## src/rtl/adder_16.sv

```systemverilog
// adder_16: 16-bit ripple-carry adder with carry-in, carry-out and signed
// overflow. The combinational core is a plain chain of one-bit full-adder
// stages. Only sum, cout and ovf are registered.

// One-bit full-adder stage used as the building block of the ripple chain.
module full_adder (
   input  logic a,
   input  logic b,
   input  logic ci,
   output logic s,
   output logic co
);

   logic p;

   // Propagate term, shared by the sum bit and the carry bit.
   assign p  = a ^ b;
   assign s  = p ^ ci;
   assign co = (a & b) | (ci & p);

endmodule

module adder_16 #(
   parameter int WIDTH = 16
) (
   input  logic             clk,
   input  logic             rst,
   input  logic [WIDTH-1:0] a,
   input  logic [WIDTH-1:0] b,
   input  logic             cin,
   output logic [WIDTH-1:0] sum,
   output logic             cout,
   output logic             ovf
);

   // carry[i] is the carry into stage i; carry[WIDTH] is the carry out.
   logic [WIDTH:0]   carry;
   logic [WIDTH-1:0] sumComb;
   logic             ovfComb;

   assign carry[0] = cin;

   // Each stage waits on the carry from the stage below it.
   // There is no lookahead or carry-select, so carry[WIDTH] is the critical path.
   for (genvar i = 0; i < WIDTH; i++) begin : g_stage
      full_adder u_fa (
         .a  (a[i]),
         .b  (b[i]),
         .ci (carry[i]),
         .s  (sumComb[i]),
         .co (carry[i+1])
      );
   end

   // Signed overflow happens when the carry into the sign bit differs from
   // the carry out of it. This matches "same operand signs, different
   // result sign".
   assign ovfComb = carry[WIDTH] ^ carry[WIDTH-1];

   // Output register. A synchronous reset discards the operands present at
   // that edge, so nothing from them reaches the outputs later.
   always_ff @(posedge clk) begin
      if (rst) begin
         sum  <= '0;
         cout <= 1'b0;
         ovf  <= 1'b0;
      end else begin
         sum  <= sumComb;
         cout <= carry[WIDTH];
         ovf  <= ovfComb;
      end
   end

endmodule

```

## config.mk

```make
export PLATFORM = sky130hd
export DESIGN_NAME = adder_16
export DESIGN_NICKNAME = d
export VERILOG_FILES = /design/src/rtl/adder_16.sv
export SDC_FILE = /design/constraint.sdc
export NUM_CORES = 1
export LEC_CHECK = 0
export ABC_CLOCK_PERIOD_IN_PS = 7600
export CAP_MARGIN = 20
export CELL_PAD_IN_SITES_DETAIL_PLACEMENT = 1
export CELL_PAD_IN_SITES_GLOBAL_PLACEMENT = 2
export CORE_MARGIN = 1
export CORE_UTILIZATION = 19
export DETAILED_ROUTE_END_ITERATION = 8
export MAX_ROUTING_LAYER = met4
export PLACE_DENSITY = 0.83
export RECOVER_POWER = 100
export SYNTH_ARGS = -nofsm -noshare
export SYNTH_HDL_FRONTEND = slang
export SYNTH_SLANG_ARGS = --single-unit
```

## constraint.sdc

```tcl
create_clock -name clk -period 7.6 [get_ports clk]
set_input_delay 1.52 -clock clk [delete_from_list [all_inputs] [get_ports clk]]
set_output_delay 1.52 -clock clk [all_outputs]
set_load 0.02 [all_outputs]
```

* Word level (Yosys, flattened, before mapping)
Index checks and enable logic that the tools add are counted.
** Cells by class
- Bitwise logic cells :: 81
** Operator list (number)
- $xor 1x1->1 :: 33
- $and 1x1->1 :: 32
- $or 1x1->1 :: 16
** Word-level totals
- Register bits after elaboration :: 18
- Logic and storage cells :: 84
- Input port bits :: 35
- Output and inout port bits :: 18

* Logic depth before layout (Yosys ltp)
Gate-level depths: netlist (run 1).
- Depth after elaboration :: 34
- Mapped depth :: 21
- Mapped depth without buffers :: 21

* Hierarchy
A second synthesis (run 1) with hierarchy kept.
** Second synthesis, totals
- Cells, all modules :: 54
- Area total of the unflattened synthesis :: 815.8 um2
** Modules (own cells, without submodules)
- adder_16 :: area an instance 495.5 um2, sequential area each 360.3 um2, instances 1, cells each 38
- full_adder :: area an instance 20.0 um2, sequential area each 0.0 um2, instances 16, cells each 1

* Worst setup path after synthesis (run 1)
OpenSTA, ideal clock, no wires.
- Path kind :: input to register
- Start :: in a[0]
- End :: reg sum[15]
- Library setup time :: 0.064 ns
- Stages on the path :: 20
- Required time :: 7.536 ns
- Arrival time :: 7.672 ns
- Buffers on the path :: 0
- Slack :: -0.136 ns
- Path through :: fa_1 fa_1 fa_1 fa_1 fa_1 fa_1 fa_1 fa_1 fa_1 fa_1 fa_1 fa_1 fa_1 inv_1 fa_1 inv_1 fa_1 inv_1 fa_1 nor2_1
** Between the ends
- Longest elaborated chain between the ends :: 32
- Elaborated cells between the ends (all ways) :: 33
- Classes of those cells :: bitwise (33)
** Ends and longest elaborated chain
- from (decl) :: RTL line 28 : input logic [WIDTH-1:0] a,
- $xor 1x1->1 :: RTL line 17 : assign p = a ^ b;
- $and 1x1->1 :: RTL line 19 : assign co = (a & b) | (ci & p);
- $or 1x1->1 (*) :: RTL line 19
- $and 1x1->1 (*) :: RTL line 19
- $or 1x1->1 (*) :: RTL line 19
- $and 1x1->1 (*) :: RTL line 19
- $or 1x1->1 (*) :: RTL line 19
- $and 1x1->1 (*) :: RTL line 19
- (+16 left out)
- $or 1x1->1 (*) :: RTL line 19
- $and 1x1->1 (*) :: RTL line 19
- $or 1x1->1 (*) :: RTL line 19
- $and 1x1->1 (*) :: RTL line 19
- $or 1x1->1 (*) :: RTL line 19
- $and 1x1->1 (*) :: RTL line 19
- $or 1x1->1 (*) :: RTL line 19
- $xor 1x1->1 (*) :: RTL line 18 : assign s = p ^ ci;
- to (signal assigned) :: RTL line 68 : sum <= sumComb;
- to (decl) :: RTL line 31 : output logic [WIDTH-1:0] sum,
Every way passes the cells marked *; elsewhere a longest branch is shown, timed or not.
A chain may end at the register's enable or synchronous reset.

* Final worst setup path (run 1)
- Start :: in cin
- End :: reg sum[15]
** Between the ends
- Longest elaborated chain between the ends :: 31
** Ends and longest elaborated chain
- from (decl) :: RTL line 30 : input logic cin,
- $and 1x1->1 :: RTL line 19
- $or 1x1->1 :: RTL line 19
- $and 1x1->1 :: RTL line 19
- $or 1x1->1 :: RTL line 19
- $and 1x1->1 :: RTL line 19
- $or 1x1->1 :: RTL line 19
- $and 1x1->1 :: RTL line 19
- $or 1x1->1 :: RTL line 19
- (+15 left out)
- $or 1x1->1 :: RTL line 19
- $and 1x1->1 :: RTL line 19
- $or 1x1->1 :: RTL line 19
- $and 1x1->1 :: RTL line 19
- $or 1x1->1 :: RTL line 19
- $and 1x1->1 :: RTL line 19
- $or 1x1->1 :: RTL line 19
- $xor 1x1->1 :: RTL line 18
No other way between the ends.

==> impl_metrics.env, run 1 <==
export IMPL_final_nets=169
export IMPL_postRouteAntennaNets=0
export IMPL_vias=610
export IMPL_ys_ff_latch=18
export IMPL_holdCritPathClass="primary input to flip-flop"
export IMPL_netlist_top_cells_area="dfxtp_1 (43%), fa_1 (38%), and2b_1 (6.3%)"
export IMPL_dieHeight_um=68.3
export IMPL_grt_pass1_wl_um=2860
export IMPL_critical_path_required_ns=7.78
export IMPL_cts_root_buf="clkbuf_8"
export IMPL_cpMostUsedCell="fa_2"
export IMPL_cts_htree_levels=1
export IMPL_tightest_slew_ns=0.572
export IMPL_finalCriticalPeriod_ns=7.37
export IMPL_cts_tree="built"
export IMPL_synth_nets=112
export IMPL_antenna_found_initial=0
export IMPL_finalHoldWorstSlack_ns=1.67
export IMPL_first_global_vias=699
export IMPL_multi_input_area_um2=475
export IMPL_hold_buffers=0
export IMPL_grt_max_degree=19
export IMPL_slew_headroom=0.617
export IMPL_yosys_warnings=0
export IMPL_slew_viol_final=0
export IMPL_n_fill_cell=461
export IMPL_clkSinkCount=18
export IMPL_die_area_mm2=0.00466
export IMPL_critPathMaxStageDelay_ns=0.42
export IMPL_clockBufferDepth=2
export IMPL_synth_edff_count=0
export IMPL_cp_start_kind="primary input"
export IMPL_core_mm2=0.00412
export IMPL_cp_startpoint="cin"
export IMPL_peakVddDrop_mv=0.0649
export IMPL_layout_worst_path_cycle_share=0.970
export IMPL_port_buffers=52
export IMPL_worstPathArrival_ns=7.56
export IMPL_vias_per_cell=3.65
export IMPL_slowest_stage="fa_1"
export IMPL_leakagePower_nw=0.626
export IMPL_synthFlopType="dfxtp_1"
export IMPL_grt_usage=0.0880
export IMPL_post_place_ws_ns=-0.756
export IMPL_placed_cell_area_mm2=0.00143
export IMPL_wl_per_cell_um=11.4
export IMPL_cts_made_buffers=3
export IMPL_timing_final_ws_setup_ns=0.229
export IMPL_setup_viol=0
export IMPL_start_util=0.203
export IMPL_timing_setup_tns_ns=0
export IMPL_syn2layout_area_growth_pct=79.5
export IMPL_drt_pass1_iterations=2
export IMPL_syn_avg_cell_area_um2=13.7
export IMPL_crit_path_end_kind="flip-flop"
export IMPL_async_flop_share=0
export IMPL_hpwl_um=1720
export IMPL_fin_area_mm2=0.00150
export IMPL_yosysUniqueCellTypes=8
export IMPL_gr_total_overflow=0
export IMPL_path_cells="buf_6, fa_2, fa_2, fa_2, fa_2, fa_2, fa_2, fa_2, fa_2, fa_2, fa_2, fa_2, fa_2, fa_2, inv_2, fa_1, inv_2, fa_2, inv_1, fa_1, nor2_1"
export IMPL_cts_setup_buffers=0
export IMPL_postSynthCellCount=61
export IMPL_status="finished clean"
export IMPL_chipWidth_um=68.3
export IMPL_regArea_um2=360
export IMPL_rsz0062_at_grt="false"
export IMPL_ioPinCount=53
export IMPL_p_per_area_mw_per_mm2=181
export IMPL_hp_start="cin"
export IMPL_synthesis_area_um2=835
export IMPL_drc=0
export IMPL_wirelength_um=1900
export IMPL_rows=23
export IMPL_clk_pin_slew_ns=0.07
export IMPL_num_antenna_cells=0
export IMPL_drive_above_1_share=0.205
export IMPL_fmax_mhz=136
export IMPL_synth_seq_area_share=0.432
export IMPL_min_path_cells=3
export IMPL_critPathKind="primary input to flip-flop"
export IMPL_synth_most_common_cell="dfxtp_1"
export IMPL_cp_max_fo=2
export IMPL_dr_first_iter_drc_count=14
export IMPL_synth_top_cell_by_area="dfxtp_1"
export IMPL_synth_top_area_share=0.432
export IMPL_cap_violations=0
export IMPL_hold_violations=0
export IMPL_gp_congestion=0.571
export IMPL_synthTopCellsByCount="dfxtp_1 (18), fa_1 (16), and2b_1 (7), inv_1 (7), nor2b_1 (7)"
## layout make-up
class	instances	share of cell area
Timing Repair Buffer	53	0.346
Sequential cell	18	0.241
Clock buffer	4	0.0368
Inverter	7	0.0175
Tap cell	50	0.0418
Multi-Input combinational cell	35	0.317
## worst max-delay path: cells and delay by family
family        cells  cell delay, ns
fa+ha+maj        16            5.64
buf+inv           4            0.28
simple gates      1            0.09
## routing by layer
metal	GRT usage	up-vias	wire length, um	share of wire
met2	0.179	26	1180	0.62
li1	-	287	-	-
met5	-	-	0	0
met4	0.0391	0	26	0.014
met3	0.0133	2	125	0.066
met1	0.0773	295	567	0.30
## repair_timing
| item | CTS | global route |
|---|---|---|
| resized for setup | 28 | 1 |
| pin swaps | 17 | 7 |
| setup endpoints to repair | 4 | 3 |
## logic make-up (layout without fill, tap and decap cells)
logic type               after synthesis  count (layout)  share of synthesized area
flip-flops                            18              18                      0.432
AND/OR/NAND/NOR                       18              18                      0.133
adder cells (fa/ha/maj)               16              16                      0.384
buffers and inverters                  8              64                     0.0405
XOR/XNOR                               1               1                     0.0105
## placed cells by master (no fill, tap or decap)
master,instances
dfxtp_1,18
clkbuf_8,4
fa_1,2
dlygate4sd2_1,1
nor2b_1,7
and2b_1,7
inv_1,5
nor2_1,4
fa_2,14
dlygate4sd3_1,19
buf_6,1
clkdlybuf4s50_1,29
inv_2,2
buf_2,2
xor2_1,1
buf_4,1
## final timing paths
check / endpoint / slack, ns
setup / recovery: sum[15] / 0.23
hold / removal: sum[0] / 1.67
## state kept, by name, summed over array words and instances, names as in the netlist
| signal | cells |
|---|---|
| ovf | 1 |
| cout | 1 |
| sum | 16 |
## metrics by stage
stage,instances,util,power (mW)
finish,167,0.364,0.272
floorplan,61,-,0.150
global placement,163,0.347,0.199
CTS,167,0.365,0.285
global route,167,0.364,0.292
detailed placement,163,0.347,0.203
## where the power goes
group          internal, mW  total (mW)  switching (mW)
clock                0.0459      0.0768          0.0309
combinational        0.0473      0.0860          0.0388
sequential            0.106       0.109         0.00240
No activity file was read; power rests on OpenSTA's default activity.
==> run 2, diff against run 1 <==
--- a/config.mk
+++ b/config.mk
@@ -7,14 +7,13 @@
 export LEC_CHECK = 0
 export ABC_CLOCK_PERIOD_IN_PS = 7600
 export CAP_MARGIN = 20
-export CELL_PAD_IN_SITES_DETAIL_PLACEMENT = 1
-export CELL_PAD_IN_SITES_GLOBAL_PLACEMENT = 2
 export CORE_MARGIN = 1
-export CORE_UTILIZATION = 19
+export CORE_UTILIZATION = 32
 export DETAILED_ROUTE_END_ITERATION = 8
 export MAX_ROUTING_LAYER = met4
 export PLACE_DENSITY = 0.83
 export RECOVER_POWER = 100
 export SYNTH_ARGS = -nofsm -noshare
 export SYNTH_HDL_FRONTEND = slang
+export SYNTH_HIERARCHICAL = 1
 export SYNTH_SLANG_ARGS = --single-unit
==> run 2 against run 1 <==
Effect of this change: global-route usage grew 3.9 points; critical path depth shrank 3; first-iteration DRC count is 93% lower; combinational power up 1%; hold slack improved by 0.013 ns; sequential cell count did not move; sequential share of layout area increased by 0.83 points; final cell count shrank 17%.
==> impl_metrics.env, run 2 <==
export IMPL_die_area_mm2=0.00276
export IMPL_postRouteAntennaNets=0
export IMPL_port_buffers=52
export IMPL_drive_above_1_share=0.191
export IMPL_dieHeight_um=52.5
export IMPL_hold_violations=0
export IMPL_worstPathArrival_ns=7.66
export IMPL_cts_htree_levels=1
export IMPL_grt_pass1_wl_um=2440
export IMPL_cts_made_buffers=3
export IMPL_antenna_found_initial=0
export IMPL_largest_register_ffs=16
export IMPL_n_fill_cell=189
export IMPL_fin_cells=138
export IMPL_ys_ff_latch=18
export IMPL_yosys_warnings=6
export IMPL_min_path_cells=3
export IMPL_post_place_ws_ns=-0.613
export IMPL_final_nets=162
export IMPL_critical_path_top_delay_family="adder cells"
export IMPL_cts_tree="built"
export IMPL_post_place_cells=133
export IMPL_finalHoldWorstSlack_ns=1.68
export IMPL_tightest_slew_ns=0.557
export IMPL_power_total_mw=0.252
export IMPL_start_util=0.355
export IMPL_synth_top_area_share=0.442
export IMPL_fin_area_mm2=0.00145
export IMPL_peakVddDrop_mv=0.0856
export IMPL_cp_max_fo=2
export IMPL_cts_root_buf="clkbuf_4"
export IMPL_crit_path_end_kind="flip-flop"
export IMPL_cp_startpoint="cin"
export IMPL_critical_path_required_ns=7.83
export IMPL_critPathMaxStageDelay_ns=0.52
export IMPL_timing_final_ws_setup_ns=0.175
export IMPL_core_mm2=0.00230
export IMPL_hpwl_um=1370
export IMPL_slew_headroom=0.628
export IMPL_cpMostUsedCell="fa_2"
export IMPL_clk_pin_slew_ns=0.09
export IMPL_drc=0
export IMPL_top_regs="sum x16, cout x1, ovf x1"
export IMPL_ioPinCount=53
export IMPL_drt_pass1_iterations=2
export IMPL_slew_viol_final=0
export IMPL_layout_worst_path_cycle_share=0.977
export IMPL_first_global_vias=576
export IMPL_num_antenna_cells=0
export IMPL_synthesis_area_um2=816
export IMPL_final_common_cell="clkdlybuf4s50_1"
export IMPL_yosysUniqueCellTypes=7
export IMPL_setup_viol=0
export IMPL_grt_usage=0.127
export IMPL_synthFlopType="dfxtp_1"
export IMPL_grt_max_degree=19
export IMPL_placed_cell_area_mm2=0.00139
export IMPL_gp_congestion=0.570
export IMPL_syn2layout_area_growth_pct=77.5
export IMPL_vias_per_cell=4.19
export IMPL_dr_first_iter_drc_count=1
export IMPL_gr_total_overflow=0
export IMPL_fmax_mhz=135
export IMPL_clockBufferDepth=2
export IMPL_top_register="sum"
export IMPL_timing_setup_tns_ns=0
export IMPL_p_per_area_mw_per_mm2=174
export IMPL_layout_core_utilization=0.630
export IMPL_postSynthCellCount=54
export IMPL_synth_nets=105
export IMPL_slowest_stage="fa_2"
export IMPL_synth_edff_count=0
export IMPL_wirelength_um=1580
export IMPL_layout_common_cells="clkdlybuf4s50_1 (30), dlygate4sd3_1 (19), dfxtp_1 (18)"
export IMPL_cap_violations=0
export IMPL_vias=578
export IMPL_rsz0062_at_grt="false"
export IMPL_holdCritPathClass="primary input to flip-flop"
export IMPL_rows=17
export IMPL_chipWidth_um=52.5
export IMPL_clkSinkCount=18
export IMPL_async_flop_share=0
export IMPL_synth_seq_area_share=0.442
export IMPL_syn_avg_cell_area_um2=15.1
export IMPL_cp_start_kind="primary input"
export IMPL_critPathKind="primary input to flip-flop"
export IMPL_hp_start="a[0]"
export IMPL_finalCriticalPeriod_ns=7.43
export IMPL_path_cells="dlygate4sd2_1, fa_2, fa_2, fa_2, fa_2, fa_2, fa_2, fa_2, fa_2, fa_2, fa_2, fa_2, fa_2, fa_2, fa_2, fa_2, fa_2, and2b_1"
export IMPL_synth_most_common_cell="dfxtp_1"
export IMPL_leakagePower_nw=0.588
export IMPL_wl_per_cell_um=11.4
export IMPL_synth_top_cell_by_area="dfxtp_1"
export IMPL_status="finished clean"
export IMPL_synthTopCellsByCount="dfxtp_1 (18), fa_1 (16), nor2b_1 (10)"
export IMPL_path_buf_inv=1
export IMPL_netlist_top_cells_area="dfxtp_1 (44%), fa_1 (39%), nor2b_1 (7.7%)"
export IMPL_min_to="sum[0]"
==> run 2: cell types whose count changed in the layout (fill, tap and decap cells not counted), moves of 2 or more <==
cell | before | now
inv_2 | 2 | 0
nor2b_1 | 7 | 10
clkbuf_4 | 0 | 3
buf_2 | 2 | 0
clkbuf_8 | 4 | 1
inv_1 | 5 | 0
nor2_1 | 4 | 1
fa_1 | 2 | 0
fa_2 | 14 | 16
==> run 2: worst max-delay path by stage <==
stage	end	depth (start not counted)
finish	sum[15]	18
global route	ovf	19
CTS	sum[15]	18
detailed placement	ovf	19
global placement	ovf	19
floorplan	sum[15]	17
==> run 2: final cells by class <==
type,count,area [um^2],share of cell area
Clock buffer,4,36.3,0.0251
Multi-Input combinational cell,35,488,0.337
Sequential cell,18,360,0.249
Tap cell,28,35.0,0.0242
Timing Repair Buffer,53,528,0.365
==> run 2: tightest hold or removal path: stages <==
cell and delay [ns]:
dlymetal6s2s_1 0.10, fa_2 0.20, and2b_1 0.11
==> run 2: timing repair <==
action	CTS	global route
hold buffers	0	0
setup buffers	0	1
resized for setup	7	1
pin swaps	2	0
setup endpoints to repair	3	3
==> run 2: layer usage <==
metal | GRT usage | wire length (um)
met4 | 0.0395 | 8
met5 | - | 0
met2 | 0.222 | 754
met3 | 0.0435 | 235
met1 | 0.134 | 578
==> run 2: logic make-up after synthesis <==
| family | after synthesis | synth area share |
|---|---|---|
| XOR/XNOR | 1 | 0.0107 |
| flip-flops | 18 | 0.442 |
| AND/OR/NAND/NOR | 18 | 0.146 |
| buffers and inverters | 1 | 0.00921 |
| adder cells (fa/ha/maj) | 16 | 0.393 |
==> run 2: power breakdown <==
part | internal, mW | switching, mW
clock network | 0.0291 | 0.0267
logic | 0.0487 | 0.0384
registers | 0.106 | 0.00233
total | 0.184 | 0.0675
==> run 3, diff against run 2 <==
--- a/config.mk
+++ b/config.mk
@@ -13,6 +13,7 @@
 export MAX_ROUTING_LAYER = met4
 export PLACE_DENSITY = 0.83
 export RECOVER_POWER = 100
+export SLEW_MARGIN = 10
 export SYNTH_ARGS = -nofsm -noshare
 export SYNTH_HDL_FRONTEND = slang
 export SYNTH_HIERARCHICAL = 1
==> results of run 3 <==
No change in the layout: final DEF, timing and power equal those of run 2.
